## config.mk

```make
export PLATFORM = sky130hd
export DESIGN_NAME = commit_arbiter
export DESIGN_NICKNAME = d
export VERILOG_FILES = /design/src/rtl/commit_arbiter.sv
export SDC_FILE = /design/constraint.sdc
export NUM_CORES = 1
export LEC_CHECK = 0
export ABC_CLOCK_PERIOD_IN_PS = 5300
export CAP_MARGIN = 20
export CORE_AREA = 2 2 279 281
export DETAILED_ROUTE_END_ITERATION = 10
export DIE_AREA = 0 0 281 283
export HOLD_SLACK_MARGIN = 0.08
export PLACE_DENSITY = 0.48
export SYNTH_ARGS = -nofsm -noshare
export SYNTH_HDL_FRONTEND = slang
export SYNTH_SLANG_ARGS = --single-unit
export TNS_END_PERCENT = 50
```

## constraint.sdc

```tcl
create_clock -name Clock -period 5.3 [get_ports Clock]
set_input_delay 0.795 -clock Clock [delete_from_list [all_inputs] [get_ports Clock]]
set_output_delay 0.795 -clock Clock [all_outputs]
set_load 0.1 [all_outputs]
```

## src/rtl/commit_arbiter.sv

```systemverilog
// ---------------------------------------------------------------------------
// commit_arbiter
//
// Responder side of the reservation-station commit handshake. Each station
// (bit 0=ADD0, 1=ADD1, 2=DIV, 3=MUL, 4=SQRT) raises a commit request and holds
// it until granted. One station is granted per cycle in round-robin order.
// The winner's {dst, we[2:0], x, y, z} entry is registered onto a single
// commit bus feeding the register-file writeback port and operand forwarding.
//
// Ports
//   Clock            system clock, all logic on posedge
//   Reset            synchronous, active-high
//   iCommitRequest   per-station request, held until granted
//   iCommitData      per-station {dst,we,x,y,z}, packed, station 0 at LSBs
//   iWriteBackStall  writeback port busy: no grant registered this cycle
//   oCommitGranted   one-hot grant pulse, one cycle
//   oCommitValid     commit bus carries a valid entry
//   oCommitRsId      index of committing station
//   oCommitBus       {dst,we,x,y,z} of committing station (holds when idle)
//   oCommitCount     total grants (statistics build only, else 0)
//   oStallCycles     cycles with a request pending and no grant (stats only)
//
// Optional feature macro: COMMIT_ARB_STATS_EN builds the two 32-bit
// statistics counters; without it both outputs are tied to zero.
// ---------------------------------------------------------------------------
module commit_arbiter #(
    parameter int NUM_RS = 5,
    parameter int DST_W  = 8,
    parameter int DATA_W = 32
) (
    input  logic                                     Clock,
    input  logic                                     Reset,
    input  logic [NUM_RS-1:0]                        iCommitRequest,
    input  logic [NUM_RS*(DST_W+3+3*DATA_W)-1:0]     iCommitData,
    input  logic                                     iWriteBackStall,
    output logic [NUM_RS-1:0]                        oCommitGranted,
    output logic                                     oCommitValid,
    output logic [2:0]                               oCommitRsId,
    output logic [DST_W+3+3*DATA_W-1:0]              oCommitBus,
    output logic [31:0]                              oCommitCount,
    output logic [31:0]                              oStallCycles
);

    localparam int ENTRY_W = DST_W + 3 + 3*DATA_W;

    logic [ENTRY_W-1:0] entries [NUM_RS];
    logic [NUM_RS-1:0]  eligible;
    logic [NUM_RS-1:0]  winner_onehot;
    logic [2:0]         ptr;
    logic [2:0]         ptr_next;
    logic [2:0]         winner;
    logic [2:0]         cand;
    logic               grant_now;

    // Station index 'offset' places after 'base', wrapping NUM_RS-1 -> 0.
    function automatic logic [2:0] rr_index(input logic [2:0] base, input int offset);
        int sum;
        sum = int'(base) + offset;
        if (sum >= NUM_RS) begin
            sum = sum - NUM_RS;
        end
        return 3'(sum);
    endfunction

    // Unpack the flat per-station data vector into one entry per station.
    always_comb begin
        for (int i = 0; i < NUM_RS; i++) begin
            entries[i] = iCommitData[i*ENTRY_W +: ENTRY_W];
        end
    end

    // The station granted last cycle is still holding its request this
    // cycle; the registered grant doubles as the mask against a re-grant.
    assign eligible = iCommitRequest & ~oCommitGranted;

    // Round-robin scan starting at ptr; the first eligible station wins.
    always_comb begin
        grant_now     = 1'b0;
        winner        = '0;
        cand          = '0;
        winner_onehot = '0;
        if (!iWriteBackStall) begin
            for (int k = 0; k < NUM_RS; k++) begin
                cand = rr_index(ptr, k);
                if (!grant_now && eligible[cand]) begin
                    grant_now = 1'b1;
                    winner    = cand;
                end
            end
        end
        if (grant_now) begin
            winner_onehot[winner] = 1'b1;
        end
    end

    assign ptr_next = (winner == 3'(NUM_RS-1)) ? 3'd0 : winner + 3'd1;

    // Grant/commit register. When nothing is granted the bus and station id
    // hold, only the pulse and valid drop, and the mask clears with them.
    always_ff @(posedge Clock) begin
        if (Reset) begin
            oCommitGranted <= '0;
            oCommitValid   <= 1'b0;
            oCommitRsId    <= '0;
            oCommitBus     <= '0;
            ptr            <= '0;
        end else if (grant_now) begin
            oCommitGranted <= winner_onehot;
            oCommitValid   <= 1'b1;
            oCommitRsId    <= winner;
            oCommitBus     <= entries[winner];
            ptr            <= ptr_next;
        end else begin
            oCommitGranted <= '0;
            oCommitValid   <= 1'b0;
        end
    end

`ifdef COMMIT_ARB_STATS_EN
    // Statistics: a stall cycle is any cycle with a request raised (even a
    // masked one) that ends without a registered grant. Both wrap at 2^32.
    always_ff @(posedge Clock) begin
        if (Reset) begin
            oCommitCount <= '0;
            oStallCycles <= '0;
        end else begin
            if (grant_now) begin
                oCommitCount <= oCommitCount + 32'd1;
            end
            if ((|iCommitRequest) && !grant_now) begin
                oStallCycles <= oStallCycles + 32'd1;
            end
        end
    end
`else
    assign oCommitCount = '0;
    assign oStallCycles = '0;
`endif

endmodule

```

==> results.md, run 1 <==
* Status: finished clean
* DP Worst Slack at 414 ps
* Max-Cap Viols at 0
* Syn avg cell area at 6.72 µm²
* Antenna-violating nets left at 0
* Crit end category: flip-flop
* Startpoint types: flip-flop
* Worst hold path class: reg -> reg
* DRC Markers at 0
* Final nets at 2,931
* Max_slew headroom at 0.264
* I/O pins at 723
* Largest net degree at the start of global routing at 103
* Maximum vdd drop at 0.870 mV
* Post-synth top area share at 0.195
* Synth Register Bits at 119
* Post-CTS setup repair buffer count at 0
* Die W at 281 µm
* Register area share after synthesis at 0.195
* Synth top area cells: dfxtp_1 (20%), nand2_1 (10%), mux2i_1 (9.3%)
* RSZ-0062 raised after global routing: no
* Clock power frac at 0.076
* Crit Path Max Fanout at 56
* Initial antenna violation count at 6
* TritonCTS clock tree: built
* Flop pwr share at 0.101
* CTS HTree Levels at 4
* Signal arrival time at the worst endpoint at 5240 ps
* LEAKAGE at 8.63 nW
* Internal power at 6.65 mW
* Pins Over Slew Limit at 0
* Most Crowded Layer GR: met2
* Drt pass-1 iters at 5
* Crit path cell chain: buf_4, ha_1, inv_1, fa_1, o21ai_0, nand4_1, a31oi_4, nand4_4, nor4_1, a21oi_1, o22ai_4, buf_4, o221a_2, a211oi_1
* Final setup viols at 0
* Clk_lat worst skew at 480 ps
* CTS Root Buffer Type: clkbuf_16
* Final Cycle Share at 0.926
* Post-Synthesis Cells at 1,816
* Area grow syn2layout at 66.1%
* Longest Clk Path Bufs at 2
* Share of cells above drive strength 1 at 0.0850
* Starting Density at 0.159
* Post-Route Setup TNS at 0 ps
* Setup Skew at 12.6 ps
* Met1 Resource Use GR at 0.202
* Switching power at 9.81 mW
* DR vias at 14,900
* Final wirelength at 67,400 µm
* IO buf count at 658
* Mapped Area at 12,200 µm²
* Top cell by count, worst path: buf_4
* Yosys cell types at 76
* Most numerous cell in the Yosys netlist: nand2_1
* Row count at 102
* Sw Ratio at 0.596
* Yosys warning count at 0
* Initial DRC Count at 775
* Combinational share of power at 0.823
* Post-CTS resize count at 0
* Core Util, Final at 0.264
* GR Layer Usage met2 at 0.293
* Cts hold-fix bufs at 0
* First-pass GRT wire length at 98,400 µm
* Placer Congestion at 0.885
* Avg WL per Cell at 19.6 µm
* Vias/cell at 4.32
* FMAX at 204 MHz
* Number of flops mapped to enable cells by yosys at 0
* GRT Util Overall at 0.166
* Largest stage delay, worst path at 610 ps
* Synth async-reset ratio at 0
* Top_reg_cell synth: dfxtp_1
* WHS at 456 ps
* Total gr overflow at 0
* Synth area leader: dfxtp_1
* Core area at 76,700 µm²
* Synth top cells by count: nand2_1 (335), inv_1 (223), o21ai_0 (160)
* Die height at 283 µm
* Critical path type: reg -> reg
* DIE AREA at 79,500 µm²
* TritonCTS buffer count at 17
* Vias in the first global route at 14,700
* Setup WS post-layout at 394 ps
* Dpl hpwl at 50,900 µm
* Clk sinks at 119
* Power Dens Cells at 812 nW/µm²
* Final hold violations at 0
* CTS clk-pin slew, worst paths at 60 ps
* Met3 Use GR at 0.0388
* Final min period at 4910 ps
* WP data required at 5630 ps
* Slowest-stage cell, CP: buf_4
* Least-Margin Pin Slew at 1100 ps
## per-stage QoR
step	cells	power, mW	instance area (µm²)
detailed placement	3398	15.3	19700
floorplan	1879	11.4	12400
global route	3433	17.4	20300
global placement	3398	15.3	19700
finish	3435	16.5	20300
CTS	3429	16.6	20300
## path summary, 6_finish.rpt
check / start / end / slack, ps / depth (start not counted)
worst min register to register: oCommitRsId[1]$_SDFFE_PP0P_ / oCommitRsId[1]$_SDFFE_PP0P_ / 460 / 2
worst max register to register: ptr[1]$_SDFFE_PP0P_ / oCommitBus[60]$_SDFFE_PP0P_ / 390 / 14
worst min-delay path: oCommitRsId[1]$_SDFFE_PP0P_ / oCommitRsId[1]$_SDFFE_PP0P_ / 460 / 2
worst max-delay path: ptr[1]$_SDFFE_PP0P_ / oCommitBus[60]$_SDFFE_PP0P_ / 390 / 14
## final cells by class
cell class | count | area (µm²)
well taps | 1040 | 1300
flip-flops and latches | 119 | 2380
inverters | 224 | 843
fillers | 8409 | 56400
clock buffers | 23 | 478
repair buffers | 696 | 7070
diodes | 6 | 15.0
multi-input cells | 1319 | 8090
clock inverters | 8 | 97.6
## worst max-delay path, delay by kind of cell, from the launching register on
family / cells / cell delay (ps)
buf+inv: 3 / 930
simple gates: 3 / 930
compound gates: 6 / 1460
flops: 1 / 600
fa+ha+maj: 2 / 700
## logic make-up after synthesis
group	after synthesis	share of synthesized area
AO/OA/AOI/OAI	606	0.353
XOR/XNOR	4	0.00287
adder cells (fa/ha/maj)	11	0.0119
buffers and inverters	441	0.165
flip-flops	119	0.195
multiplexers	116	0.0973
other	1	0.000307
AND/OR/NAND/NOR	518	0.175
## layout by cell type, fill, tap and decap left out, types with 30 or more instances in the layout
master,count
a21oi_1,126
clkdlybuf4s50_1,652
nor2_1,123
o221a_2,77
dfxtp_1,119
o221a_1,30
conb_1,64
inv_1,222
o21ai_0,160
nand2_1,335
o21ai_1,63
a211oi_1,82
mux2i_1,113
## registers in the layout (all words and copies together) (netlist names)
register and cells:
oCommitBus 107, oCommitGranted 5, oCommitRsId 3, oCommitValid 1, ptr 3
## per-layer routing
layer	part of all wire	wire length, µm
met5	0.00040	27
met4	0.012	824
met3	0.060	4040
met2	0.51	34100
met1	0.42	28400
## power by group through the flow
stage / sequential [mW] / clock, mW / combinational [mW]
global route: 1.71 / 1.32 / 14.4
floorplan: 4.82 / 0 / 6.58
detailed placement: 1.67 / 0 / 13.6
CTS: 1.66 / 1.30 / 13.7
finish: 1.66 / 1.25 / 13.6
global placement: 1.67 / 0 / 13.7
Note: power is estimated with default switching activity, not from simulation.
==> inputs of run 2 (changes only) <==
PLACE_DENSITY = 0.49   (was 0.48)
==> run 2 against run 1 <==
  * Clock skew rose by 5.4 ps
  * Routed wire length grew 0.83%
  * Power grew 0.62%
  * Clock-buffer cell count decreased by 3
  * Register-to-register slack better by 160 ps
  * Combinational power about the same
  * Critical path type unchanged
  * Worst setup slack improved by 160 ps
  * Sequential share of layout area barely moved
  * Via count up 0.13%
==> results.md, run 2 (synthesis results as in run 1) <==
* Placer Congestion at 0.910 (+2.8%)
* Max_slew headroom at 0.262 (-0.00232)
* # fillers at 8,422 (+0.15%)
* Met1 Resource Use GR at 0.208 (+0.00648)
* Final min period at 4740 ps (-165 ps)
* DRC Markers at 0 (unchanged)
* Post-CTS setup repair buffer count at 0 (unchanged)
* GRT Util Overall at 0.166 (about the same)
* Most flop-heavy register: oCommitBus
* Vias in the first global route at 14,400 (-1.7%)
* WP data required at 5630 ps (about the same)
* GR Layer Usage met2 at 0.290 (-0.00265)
* RSZ-0062 raised after global routing: no
* Cts hold-fix bufs at 0 (unchanged)
* DR vias at 14,900 (+0.13%)
* Core area at 76,700 µm² (unchanged)
* Critical path type: reg -> reg
* Die W at 281 µm (unchanged)
* Dpl hpwl at 51,800 µm (+1.9%)
* IO buf count at 658 (unchanged)
* Largest net degree at the start of global routing at 99 (-3.9%)
* Vias/cell at 4.33 (+0.11%)
* Die height at 283 µm (unchanged)
* Least-Margin Pin Slew at 1100 ps (+3.47 ps)
* Total gr overflow at 0 (unchanged)
* Area grow syn2layout at 66.4%
* TritonCTS buffer count at 17 (unchanged)
* Startpoint types: flip-flop
* Final hold violations at 0 (unchanged)
* Share of cells above drive strength 1 at 0.0856 (+0.000622)
* Crit Path Max Fanout at 53 (-5.4%)
* Initial antenna violation count at 6 (unchanged)
* Most Crowded Layer GR: met2
* Final setup viols at 0 (unchanged)
* Status: finished clean
* Post-Route Setup TNS at 0 ps (unchanged)
* Pins Over Slew Limit at 0 (unchanged)
* Clk_lat worst skew at 480 ps (about the same)
* DIE AREA at 79,500 µm² (unchanged)
* Power Dens Cells at 815 nW/µm² (+0.48%)
* Avg WL per Cell at 19.8 µm (+0.81%)
* I/O pins at 723 (unchanged)
* Top flop regs: oCommitBus (107), oCommitGranted (5)
* Max reg flops at 107 (unchanged)
* Clk sinks at 119 (unchanged)
* Starting Density at 0.159 (unchanged)
* Row count at 102 (unchanged)
* Met3 Use GR at 0.0317 (-0.00709)
* DP Worst Slack at 600 ps (+186 ps)
* Crit end category: flip-flop
* LEAKAGE at 8.66 nW (+0.31%)
* Antenna-violating nets left at 0 (unchanged)
* TritonCTS clock tree: built
* Longest Clk Path Bufs at 2 (unchanged)
* Drt pass-1 iters at 5 (unchanged)
* Final nets at 2,938 (+0.24%)
* CTS HTree Levels at 4 (unchanged)
* Max-Cap Viols at 0 (unchanged)
* Initial DRC Count at 806 (+4.0%)
* Final wirelength at 68,000 µm (+0.83%)
* Most frequent cells in the layout: clkdlybuf4s50_1 (656), nand2_1 (335), inv_1 (222), o21ai_0 (160), a21oi_1 (126)
* First-pass GRT wire length at 97,600 µm (-0.82%)
* Worst hold path class: reg -> reg
* Signal arrival time at the worst endpoint at 5070 ps (-170 ps)
* CTS Root Buffer Type: clkbuf_16
* Final Cycle Share at 0.895 (-0.0311)
* Most common cell after layout, fill and taps aside: clkdlybuf4s50_1
* CTS clk-pin slew, worst paths at 60 ps (about the same)
* Setup Skew at 18.1 ps (+5.42 ps)
* Maximum vdd drop at 0.737 mV (-15%)
* Setup WS post-layout at 558 ps (+165 ps)
* FMAX at 211 MHz (+3.5%)
* Post-CTS resize count at 0 (unchanged)
[run 2: cell count changes in the layout (fill, tap and decap cells not counted), moves of 2 or more]
| cell | delta |
|---|---|
| buf_12 | -3 |
| clkdlybuf4s50_1 | +4 |
| bufinv_16 | +2 |
| diode_2 | -5 |
| buf_4 | +6 |
| clkbuf_8 | -3 |
[run 2: worst max-delay path, stage by stage, from the launching register on]
cell,delay [ps]
dfxtp_1,560
buf_4,230
ha_1,180
inv_1,60
fa_1,480
nand2b_1,250
or2_2,290
a22oi_1,410
a31oi_4,100
nor2_1,230
a2111oi_4,80
buf_4,200
nor2_2,250
or2_4,190
buf_4,540
o221a_2,370
a211oi_1,80
[run 2: worst paths after layout]
path	to	slack, ps	start	depth (start not counted)
min reg2reg	oCommitRsId[0]$_SDFFE_PP0P_	460	oCommitRsId[0]$_SDFFE_PP0P_	2
max	oCommitBus[48]$_SDFFE_PP0P_	560	ptr[1]$_SDFFE_PP0P_	16
min	oCommitRsId[0]$_SDFFE_PP0P_	460	oCommitRsId[0]$_SDFFE_PP0P_	2
max reg2reg	oCommitBus[48]$_SDFFE_PP0P_	560	ptr[1]$_SDFFE_PP0P_	16
[run 2: stage by stage]
step | cell area (µm²) | utilization | cells | power, mW | hold slack, ps
floorplan | 12400 | - | 1879 | 11.4 | 694
global placement | 19700 | 0.257 | 3405 | 15.4 | 456
detailed placement | 19700 | 0.257 | 3405 | 15.4 | 458
CTS | 20300 | 0.265 | 3435 | 16.8 | 466
global route | 20300 | 0.265 | 3435 | 17.6 | 485
finish | 20300 | 0.265 | 3436 | 16.6 | 464
[run 2: cell type report]
cell class                      count  area [µm²]  area share
Sequential cell                   119        2380       0.117
Inverter                          224         843      0.0415
Tap cell                         1040        1300      0.0641
Clock inverter                     10         155     0.00764
Clock buffer                       20         437      0.0215
Antenna cell                        1        2.50    0.000123
Multi-Input combinational cell   1319        8090       0.398
Timing Repair Buffer              703        7100       0.349
[run 2: metal layers]
layer / part of all wire / vias to the layer above
met5: 0.00040 / -
met1: 0.44 / 7058
met4: 0.016 / 4
met3: 0.051 / 59
met2: 0.50 / 462
li1: - / 7289
[run 2: where the power goes]
group / switching [mW] / leakage [nW] / internal [mW]
Sequential: 0.325 / 0.988 / 1.37
Clock: 0.521 / 0.286 / 0.777
Combinational: 8.96 / 7.39 / 4.61
==> inputs of run 3 (changes only) <==
CAP_MARGIN = 5   (was 20)
RECOVER_POWER = 100   (was not set)
==> run 3 against run 2 <==
  * Sequential power barely moved
  * Routed wire length rose by 0.19%
  * Sequential share of layout area rose by 0.077 points
  * Critical path type unchanged
  * Highest routed layer unchanged
  * Critical endpoint unchanged
  * Global-route usage did not move
  * Via count rose by 0.10%
==> results.md, run 3 (synthesis results as in run 1) <==
* Reg2Reg Depth at 13 (-3)
* Final nets at 2,938 (unchanged)
* Min-delay src: oCommitRsId[1]$_SDFFE_PP0P_
* CTS Root Buffer Type: clkbuf_16
* Share of cells above drive strength 1 at 0.0743 (-0.0113)
* Die height at 283 µm (unchanged)
* Most common cell after layout, fill and taps aside: clkdlybuf4s50_1
* Initial antenna violation count at 6 (unchanged)
* Max reg flops at 107 (unchanged)
* Crit path cell chain: inv_1, ha_1, or3b_1, and2_0, a221o_1, o32ai_1, nand3_1, a21o_1, a21oi_1, or2_4, buf_4, o221a_2, a211oi_1
* Largest net degree at the start of global routing at 99 (unchanged)
* Final Power at 16.2 mW (-2.1%)
* Clock power frac at 0.080 (+0.002)
* Largest stage delay, worst path at 560 ps (about the same)
* Signal arrival time at the worst endpoint at 5050 ps (-20 ps)
* Power Dens Cells at 804 nW/µm² (-1.4%)
* Top delay family on crit path: compound AO/OA/AOI/OAI gates
* Sw Ratio at 0.598 (+0.00546)
* I/O pins at 723 (unchanged)
* LEAKAGE at 8.88 nW (+2.5%)
* Most flop-heavy register: oCommitBus
* Crit end category: flip-flop
* Crit path launch: ptr[1]$_SDFFE_PP0P_
* Vias in the first global route at 14,400 (unchanged)
* Setup WS post-layout at 586 ps (+27.5 ps)
* Longest Clk Path Bufs at 2 (unchanged)
* Buf/Inv on CP at 2 (-2)
* Flop pwr share at 0.103 (about the same)
* Antenna-violating nets left at 0 (unchanged)
* Post-Route Setup TNS at 0 ps (unchanged)
* Startpoint types: flip-flop
* First-pass GRT wire length at 97,600 µm (unchanged)
* Worst hold path class: reg -> reg
* RSZ-0062 raised after global routing: no
* CTS clk-pin slew, worst paths at 60 ps (about the same)
* Clk sinks at 119 (unchanged)
* Cts hold-fix bufs at 0 (unchanged)
* Fin cells at 3,436 (unchanged)
* DP Worst Slack at 600 ps (unchanged)
* Switching power at 9.69 mW (-1.2%)
* Most frequent cells in the layout: clkdlybuf4s50_1 (540), nand2_1 (335), inv_1 (223), o21ai_0 (163), a21oi_1 (126)
* Initial DRC Count at 793 (-1.6%)
* Maximum vdd drop at 0.733 mV (-0.63%)
* Die W at 281 µm (unchanged)
* Combinational share of power at 0.817 (-0.002)
* Drt pass-1 iters at 5 (unchanged)
* Final setup viols at 0 (unchanged)
* Setup Skew at 18.6 ps (+0.501 ps)
* Post-CTS setup repair buffer count at 0 (unchanged)
* Core Util, Final at 0.263 (-0.00173)
* DRC Markers at 0 (unchanged)
* Starting Density at 0.159 (unchanged)
* Core area at 76,700 µm² (unchanged)
* WP data required at 5640 ps (about the same)
* Max-Cap Viols at 0 (unchanged)
* FMAX at 212 MHz (+0.58%)
* TritonCTS buffer count at 17 (unchanged)
* GRT Util Overall at 0.166 (unchanged)
* Vias/cell at 4.33 (+0.10%)
* Critical path type: reg -> reg
* Final wirelength at 68,100 µm (+0.19%)
* IO buf count at 658 (unchanged)
* Placed insts at 3,405 (unchanged)
* DIE AREA at 79,500 µm² (unchanged)
* Max_slew headroom at 0.252 (-0.00985)
* Post-CTS resize count at 0 (unchanged)
* Area grow syn2layout at 65.3%
* Final min period at 4710 ps (-27.5 ps)
* Final hold violations at 0 (unchanged)
* DR vias at 14,900 (+0.10%)
* Placer Congestion at 0.910 (unchanged)
* Row count at 102 (unchanged)
* Least-Margin Pin Slew at 1120 ps (+14.6 ps)
* CTS HTree Levels at 4 (unchanged)
* Status: finished clean
* Pins Over Slew Limit at 0 (unchanged)
* Crit path depth at 13 (-3)
* Final Cycle Share at 0.889 (-0.00518)
* Slowest-stage cell, CP: dfxtp_1
* TritonCTS clock tree: built
* Top flop regs: oCommitBus (107), oCommitGranted (5)
* Crit Path Max Fanout at 53 (unchanged)
* Internal power at 6.52 mW (-3.4%)
* Hold path cells at 2 (unchanged)
* Total gr overflow at 0 (unchanged)
* Dpl hpwl at 51,800 µm (unchanged)
* Worst r2r src: ptr[1]$_SDFFE_PP0P_
* Clk_lat worst skew at 480 ps (about the same)
* Avg WL per Cell at 19.8 µm (+0.19%)
[run 3: cell type report]
type | instances | area (µm²)
Multi-Input combinational cell | 1319 | 7970
Inverter | 224 | 843
Clock inverter | 10 | 155
Sequential cell | 119 | 2380
Antenna cell | 1 | 2.50
Fill cell | 8439 | 56500
Tap cell | 1040 | 1300
Clock buffer | 20 | 437
Timing Repair Buffer | 703 | 7090
[run 3: worst register-to-register path: stages (launching register included)]
cell and delay [ps]:
dfxtp_1 560, inv_1 230, ha_1 500, or3b_1 480, and2_0 220, a221o_1 420
o32ai_1 280, nand3_1 130, a21o_1 190, a21oi_1 310, or2_4 200, buf_4 540
o221a_2 470, a211oi_1 80
[run 3: path summary, 6_finish.rpt]
path / to / slack [ps]
setup / recovery: oCommitBus[48]$_SDFFE_PP0P_ / 590
hold / removal: oCommitRsId[1]$_SDFFE_PP0P_ / 460
setup reg to reg: oCommitBus[48]$_SDFFE_PP0P_ / 590
hold reg to reg: oCommitRsId[1]$_SDFFE_PP0P_ / 460
[run 3: stage by stage]
stage	instance area, µm²	hold slack, ps
5_1_grt	20200	482
6_report	20200	460
3_5_place_dp	19700	458
4_1_cts	20300	466
3_3_place_gp	19700	456
2_1_floorplan	12400	694
[run 3: layer usage]
metal | share of wire | vias up | GRT usage
li1 | - | 7288 | -
met1 | 0.44 | 7080 | 0.208
met2 | 0.50 | 464 | 0.290
met3 | 0.051 | 51 | 0.0317
met4 | 0.016 | 4 | 0.0393
met5 | 0.00040 | - | 0
[run 3: power groups by stage]
stage | logic, mW | registers (mW) | clock network [mW]
6_report | 13.2 | 1.67 | 1.30
5_1_grt | 14.1 | 1.72 | 1.37
4_1_cts | 13.7 | 1.69 | 1.35
3_5_place_dp | 13.7 | 1.70 | 0
3_3_place_gp | 13.8 | 1.70 | 0
2_1_floorplan | 6.58 | 4.82 | 0
